`src/rtl/seven_segment_scan_pkg.sv`:
```
// Shared constants for seven-segment display blocks: dark patterns and the
// active-low {g,f,e,d,c,b,a} hex glyph table indexed by digit value.
package seg_pkg;

  localparam logic [6:0] SEG_BLANK = 7'b1111111;
  localparam logic [3:0] ANODE_OFF = 4'b1111;

  localparam logic [6:0] HEX_SEG [0:15] = '{
    7'b1000000, 7'b1111001, 7'b0100100, 7'b0110000,
    7'b0011001, 7'b0010010, 7'b0000010, 7'b1111000,
    7'b0000000, 7'b0010000, 7'b0001000, 7'b0000011,
    7'b1000110, 7'b0100001, 7'b0000110, 7'b0001110
  };

endpackage

```
`src/rtl/seven_segment_scan_if.sv`:
```
// Digit/control inputs and display pin outputs of the scan block.
// master = whoever feeds digits and watches the pins, slave = the scanner.
interface seven_segment_scan_if;
  logic [3:0] digit0;
  logic [3:0] digit1;
  logic [3:0] digit2;
  logic [3:0] digit3;
  logic       blank_en;
  logic [6:0] segments;
  logic       dp;
  logic [3:0] anode;

  modport master (
    output digit0, digit1, digit2, digit3, blank_en,
    input  segments, dp, anode
  );

  modport slave (
    input  digit0, digit1, digit2, digit3, blank_en,
    output segments, dp, anode
  );
endinterface

```
`src/rtl/seven_segment_scan_hex_to_seg.sv`:
```
// Combinational 4-bit value to active-low seven-segment glyph lookup.
module hex_to_seg
  import seg_pkg::*;
(
  input  logic [3:0] value_i,
  output logic [6:0] seg_o
);

  // Straight table lookup; every 4-bit value has a glyph.
  always_comb begin
    seg_o = HEX_SEG[value_i];
  end

endmodule

```
`src/rtl/seven_segment_scan.sv`:
```
// Four-digit common-anode display scanner. Digits are snapshotted once per
// frame so a frame never mixes two counter values; outputs are registered so
// anode and segments switch on the same edge.
module seven_segment_scan
  import seg_pkg::*;
#(
  parameter int REFRESH_COUNT = 100000,
  parameter int CNT_W         = 17,
  parameter int DP_DIGIT      = 2
) (
  input  logic              clk,
  input  logic              reset,
  seven_segment_scan_if.slave bus
);

  logic [CNT_W-1:0]      cnt_q, cnt_d;
  logic [1:0]            idx_q, idx_d;
  logic [3:0][3:0]       snap_q, snap_d;
  logic [6:0]            segments_q, segments_d;
  logic [3:0]            anode_q, anode_d;
  logic                  dp_q, dp_d;
  logic                  tick;
  logic [6:0]            glyph;
  logic                  blank_now;

  assign tick = (cnt_q == CNT_W'(REFRESH_COUNT - 1));

  hex_to_seg u_hex_to_seg (
    .value_i (snap_q[idx_q]),
    .seg_o   (glyph)
  );

  // State register: active-low synchronous reset puts the display dark.
  always_ff @(posedge clk) begin
    if (!reset) begin
      cnt_q      <= '0;
      idx_q      <= '0;
      snap_q     <= '0;
      segments_q <= SEG_BLANK;
      anode_q    <= ANODE_OFF;
      dp_q       <= 1'b1;
    end else begin
      cnt_q      <= cnt_d;
      idx_q      <= idx_d;
      snap_q     <= snap_d;
      segments_q <= segments_d;
      anode_q    <= anode_d;
      dp_q       <= dp_d;
    end
  end

  // Next state: refresh counter wraps, scan index steps on tick, snapshot on frame wrap.
  always_comb begin
    cnt_d  = tick ? '0 : cnt_q + CNT_W'(1);
    idx_d  = tick ? idx_q + 2'd1 : idx_q;
    snap_d = snap_q;
    if (tick && (idx_q == 2'd3)) begin
      snap_d = {bus.digit3, bus.digit2, bus.digit1, bus.digit0};
    end
  end

  // Output next value: select digit, apply leading-zero blank and decimal point.
  always_comb begin
    blank_now  = bus.blank_en && (idx_q == 2'd3) && (snap_q[3] == 4'd0) && (DP_DIGIT != 3);
    anode_d    = ~(4'b0001 << idx_q);
    segments_d = blank_now ? SEG_BLANK : glyph;
    dp_d       = (idx_q != 2'(DP_DIGIT));
  end

  assign bus.segments = segments_q;
  assign bus.anode    = anode_q;
  assign bus.dp       = dp_q;

endmodule

```
`src/flat_wrapper.sv`:
```
// flat-port wrapper written by rule: the top's interface ports become plain ports
module seven_segment_scan_flat import seg_pkg::*;
#(
  parameter int REFRESH_COUNT = 100000,
  parameter int CNT_W         = 17,
  parameter int DP_DIGIT      = 2
)
  (clk, reset, bus_digit0, bus_digit1, bus_digit2, bus_digit3, bus_blank_en, bus_segments, bus_dp, bus_anode);
  seven_segment_scan_if bus_i ();
  input  logic clk;
  input  logic reset;
  input wire logic [$bits(bus_i.digit0)-1:0] bus_digit0;
  input wire logic [$bits(bus_i.digit1)-1:0] bus_digit1;
  input wire logic [$bits(bus_i.digit2)-1:0] bus_digit2;
  input wire logic [$bits(bus_i.digit3)-1:0] bus_digit3;
  input wire logic [$bits(bus_i.blank_en)-1:0] bus_blank_en;
  output wire logic [$bits(bus_i.segments)-1:0] bus_segments;
  output wire logic [$bits(bus_i.dp)-1:0] bus_dp;
  output wire logic [$bits(bus_i.anode)-1:0] bus_anode;
  assign bus_i.digit0 = bus_digit0;
  assign bus_i.digit1 = bus_digit1;
  assign bus_i.digit2 = bus_digit2;
  assign bus_i.digit3 = bus_digit3;
  assign bus_i.blank_en = bus_blank_en;
  assign bus_segments = bus_i.segments;
  assign bus_dp = bus_i.dp;
  assign bus_anode = bus_i.anode;
  seven_segment_scan #(.REFRESH_COUNT(REFRESH_COUNT), .CNT_W(CNT_W), .DP_DIGIT(DP_DIGIT)) u_core (.clk(clk), .reset(reset), .bus(bus_i));
endmodule
```
`config.mk`:
```
export PLATFORM = sky130hd
export DESIGN_NAME = seven_segment_scan_flat
export DESIGN_NICKNAME = d
export VERILOG_FILES = /design/src/rtl/seven_segment_scan_pkg.sv /design/src/rtl/seven_segment_scan_if.sv /design/src/rtl/seven_segment_scan_hex_to_seg.sv /design/src/rtl/seven_segment_scan.sv /design/src/flat_wrapper.sv
export SDC_FILE = /design/constraint.sdc
export NUM_CORES = 1
export LEC_CHECK = 0
export BUFFER_PORTS_ARGS = -buffer_cell sky130_fd_sc_hd__buf_4
export CAP_MARGIN = 20
export CORE_ASPECT_RATIO = 1.1
export CORE_MARGIN = 2
export CORE_UTILIZATION = 55
export DETAILED_ROUTE_END_ITERATION = 16
export PLACE_DENSITY = 0.77
export SYNTH_ARGS = -nofsm -noshare
export SYNTH_HDL_FRONTEND = slang
export SYNTH_SLANG_ARGS = --single-unit
```
`constraint.sdc`:
```
create_clock -name clk -period 3.8 [get_ports clk]
set_input_delay 0.57 -clock clk [delete_from_list [all_inputs] [get_ports clk]]
set_output_delay 0.57 -clock clk [all_outputs]
set_load 0.05 [all_outputs]
```
* Word-level counts from Yosys, hierarchy flattened *
Memory sizes are Yosys's and may differ from the RTL's. A register that Yosys moved wholly into a read port is not among the register bits.
Cells that the tools add are included.

storage, ports and cells
  output and inout bits = 12
  logic and storage cells = 27
  bits in read-only memories = 112
  input port bits = 19
  register bits = 40
  memories = 1
  bits in latches = 0
  memory bits (writable) = 0

memory list
  name             depth  width  rd ports  clocked after Yosys merged registers in  wr ports  RTL line                             RTL
  (no name shown)  16     7      1         1                                        0         seven_segment_scan_hex_to_seg.sv:11  seg_o = HEX_SEG[value_i];

operators by class
  $add $sub $neg = 2
  shift-type cells = 1
  eq/ne operators = 3
  reductions and logical operators = 6
  bitwise logic cells = 3
  muxes and demuxes = 2
  $mul = 0
  div/mod/pow operators = 0
  $lt $le $gt $ge = 1

operators by type and width
  kind                     count
  $add A17 B1 Y17 const B  1
  $eq A17 B17 Y1 const B   1
  $bmux W4 S2              1
  $not A4 Y5               1
  $logic_not A4 Y1         1
  $mux W4                  1
  $not A4 Y4               1
  $reduce_or A2 Y1         2
  $shl A1 B2 Y4 const A    1
  $logic_and A1 B1 Y1      3
  $lt A2 B3 Y1 const B     1
  $add A2 B1 Y2 const B    1
  $eq A2 B2 Y1 const B     1
  $ne A2 B2 Y1 const B     1
  $not A1 Y1               1

* Logic depth before layout (Yosys ltp) *
  depth after elaboration = 4
  gate-level depth with buffers = 8
  gate-level depth less buffers = 7

* Hierarchy *
From an unflattened synthesis, not the netlist that was laid out.

second synthesis, totals
  cell total of the unflattened synthesis = 245
  area total of the unflattened synthesis = 2268.4 um^2

modules (own cells, without submodules)
  module              area each (um^2)  instances  sequential area each (um^2)  cells each
  seven_segment_scan  2005.7            1          920.9                        214
  hex_to_seg          262.8             1          0.0                          31

* Least setup slack after synthesis *
No wires, ideal clock.

  path kind = register to register
  start = register u_core.idx_q[0]
  end = register u_core.segments_q[3] (netlist: u_core.bus.segments[3])
  library setup time = 135 ps
  buffers on the path = 1
  required time = 3665 ps
  period minus slack after synthesis = 1829 ps
  stages on the path, launching flop included = 7
  setup slack = 1971 ps
  data arrival time = 1694 ps
  cell sequence = dfxtp_1 buf_6 mux4_2 ha_1 mux2_4 mux2i_1 nand2_1

between the ends
  cells in the longest elaborated chain, start to end = 4
  elaborated cells between the ends (all ways) = 7
  those cells by class = eq/ne (1); mux (2); bitwise (1); reduce/logical (3)

RTL lines
  element                            RTL line                  RTL
  from (decl)                        seven_segment_scan.sv:17  logic [1:0] idx_q, idx_d;
  from (signal assigned)             seven_segment_scan.sv:44  idx_q <= idx_d;
  $eq A2 B2 Y1                       seven_segment_scan.sv:64  blank_now = bus.blank_en && (idx_q == 2'd3) && (snap_q[3] == 4'd0) && (DP_DIGIT != 3);
  $logic_and A1 B1 Y1 (2 in series)  seven_segment_scan.sv:64
  $reduce_or A2 Y1 (no source line)  -
  to (decl)                          seven_segment_scan.sv:19  logic [6:0] segments_q, segments_d;

Parallel ways exist; a longest one is shown, timed or not. The select of a mux whose other input is x is not followed.
A chain may end at the register's enable or synchronous reset.

* Worst setup path in the final report *
  start = register u_core.cnt_q[0]
  end = register u_core.snap_q[3] (netlist bit)

between the ends
  cells in the longest elaborated chain, start to end = 2

RTL lines
  element                 RTL line                  RTL
  from (decl)             seven_segment_scan.sv:16  logic [CNT_W-1:0] cnt_q, cnt_d;
  from (signal assigned)  seven_segment_scan.sv:43  cnt_q <= cnt_d;
  $eq A17 B17 Y1          seven_segment_scan.sv:26  assign tick = (cnt_q == CNT_W'(REFRESH_COUNT - 1));
  $logic_and A1 B1 Y1     seven_segment_scan.sv:57  if (tick && (idx_q == 2'd3)) begin
  to (signal assigned)    seven_segment_scan.sv:45  snap_q <= snap_d;
  to (decl)               seven_segment_scan.sv:18  logic [3:0][3:0] snap_q, snap_d;

No other way between the ends.

==> metrics <==
routed vias/inst about 5.3; total of max-cap violations 0; Setup CP Type reg2reg; cell family with most CP delay simple AND/OR/NAND/NOR gates; # fillers between 300 and 400; Layout Nets between 200 and 300; Synth Cell Area 2170 sq um; CP Capture Type flop; area occupied by multi-input gates ~1100 sq um; leakage power around 0.94 nW; register area share after synthesis 0.424; GP Congestion ~0.82; CP arrival ~2.5 ns; Initial Util 0.585; Die ar. 4470 sq um; skew final 0.00668 ns; flops & latches, synth 46; WP data required around 4 ns; core area 3710 sq um; Worst-Margin Slew about 0.94 ns; Die Span X between 60 and 70 um; cts bufs inserted 5; pre-CTS setup slack 1.55 ns; Worst Path Max Fanout 16; Tmin final 2.29 ns; GRT Resource Usage Total 0.184; Setup Buffers After CTS 0; Sequential Area just over 900 sq um; CP startpoint kind flop; Total Neg Setup Slack 0 ns; Gate Count Post-Synth roughly 230; worst min-delay path class reg2reg; TritonCTS clock tree built; commonest non-fill, non-tap cell in the layout dfxtp_1; routed vias approximately 1,600; # clock sinks 46; drt total wl between 3 and 4 mm; layout cell share with drive strength beyond 1 0.183; CTS Hold Bufs 0; largest net degree at the start of global routing 39; slowest cell on the critical path and2_1; initial antenna violation count 0; syn_nets approximately 260; highest ir drop seen on vdd around 220 uV; crit path buf inv count 0; area grow syn2layout 14.0%; fmax 0.437 GHz; Antenna Cells 0; critical path's largest stage delay between 0.7 and 0.8 ns; GR Overflow Total 0; drt drc 0; critical-path cell list ha_1 > and4_1 > and4_1 > and2_1 > mux2i_1; Final Hold Fails 0; final number of setup-violating endpoints 0; Detailed Routing Iterations Pass 1 4; distinct cell type count after synthesis just over 40; Slew Limit Fails 0; status finished clean; Slew HR 0.372; first-pass GRT wire length about 6.5 mm; Clock Latency Late Sink ~0.30 ns; ANT nets after route 0; drt initial violations 86; DR WL/cell 12.3 um; commonest non-fill, non-tap cells in the layout dfxtp_1, nand2_1, buf_4; vias in the first global route approximately 1,500; Top cell by count, worst path and4_1; final hold slack 0.445 ns; RSZ-0062 raised after global routing false; ratio of total power to cell area between 300 and 400 nW/um^2; Syn Area/Cell 9.61 sq um; post-CTS sizing 0; synth warn 0; CTS Root Cell clkbuf_8; num ports 31; Die Y between 60 and 70 um; period utilization 0.602; H-tree levels 2; post-DP HPWL ~2.6 mm; Port Buf Inserts 30; row count 23; Clock transition at path regs around 0.090 ns; CTS Buffer Depth 2; Final WS setup about 1.5 ns
[kinds of logic after synthesis]
| family | Yosys count | share of synthesized area |
|---|---|---|
| AOI/OAI and AO/OA | 22 | 0.0680 |
| xor gates and xnor gates | 11 | 0.0444 |
| adders and majority gates | 11 | 0.0634 |
| buffers and inverters | 23 | 0.0622 |
| DFF | 46 | 0.424 |
| muxes | 25 | 0.141 |
| and+or+nand+nor | 88 | 0.197 |
[sequential cells by signal, indices dropped and copies added, names as in the netlist]
signal and count:
u_core.cnt_q 17, u_core.snap_q 16, u_core.bus.segments 7, u_core.bus.anode 4, u_core.idx_q 2
[path summary, 6_finish.rpt]
| check | start | to | slack [ns] | cells past startpoint |
|---|---|---|---|---|
| worst max-delay path | u_core.cnt_q[0] | u_core.snap_q[3] | 1.51 | 5 |
| worst min-delay path | u_core.cnt_q[0] | u_core.cnt_q[0] | 0.44 | 1 |
| worst max register to register | u_core.cnt_q[0] | u_core.snap_q[3] | 1.51 | 5 |
| worst min register to register | u_core.cnt_q[0] | u_core.cnt_q[0] | 0.44 | 1 |
[area by class of cell]
class / count / share of cell area
Sequential cell: 46 / 0.372
Multi-Input combinational cell: 157 / 0.450
Timing Repair Buffer: 30 / 0.0910
Tap cell: 50 / 0.0253
Clock inverter: 3 / 0.0182
Clock buffer: 5 / 0.0278
Inverter: 10 / 0.0152
[cell usage after synthesis, drive strengths merged]
cell     instances  area share
nor4b            2       0.011
inv             10       0.017
a21oi            7       0.016
nand2           43       0.074
buf              9       0.038
o221ai           4       0.016
nor2b            1      0.0029
or2              1      0.0029
or4              2      0.0069
xor2             9       0.036
xnor2            2      0.0081
ha              11       0.063
nand2b           2      0.0058
or3              2      0.0058
mux2i           20       0.092
o21ai            3      0.0069
nand4            6       0.020
a31oi            1      0.0029
nor3             1      0.0023
o21ba            1      0.0046
clkbuf           4      0.0069
nor2            15       0.026
nand3            4      0.0092
o31ai            2      0.0069
and3             3      0.0086
and4             2      0.0081
o21a             1      0.0035
o2bb2ai          1      0.0040
dfxtp           46        0.42
and2             2      0.0058
mux4             4       0.042
o211ai           2      0.0069
and4b            1      0.0046
mux2             1      0.0069
nor4             1      0.0029
[stage by stage]
stage	std cells	area (sq um)	util	total power, mW
3_5_place_dp	293	2360	0.636	0.559
2_1_floorplan	226	2170	-	0.535
6_report	301	2470	0.667	0.909
5_1_grt	301	2470	0.667	0.948
3_3_place_gp	293	2360	0.636	0.559
4_1_cts	301	2470	0.667	0.921
[report_power, final]
group	leakage, nW	switching, mW	internal (mW)
combinational	0.511	0.0332	0.0229
clock	0.0504	0.166	0.196
sequential	0.374	0.00278	0.488
total	0.936	0.202	0.707
[routing by layer]
layer  track usage  vias to the layer above  wire length, um  part of all wire
met5             0                        -                0                 0
li1              -                      820                -                 -
met3        0.0531                        6              187             0.051
met4        0.0725                        0               61             0.017
met2         0.289                       36             1680              0.45
met1         0.236                      730             1760              0.48
Note: power is estimated with default switching activity, not from simulation.
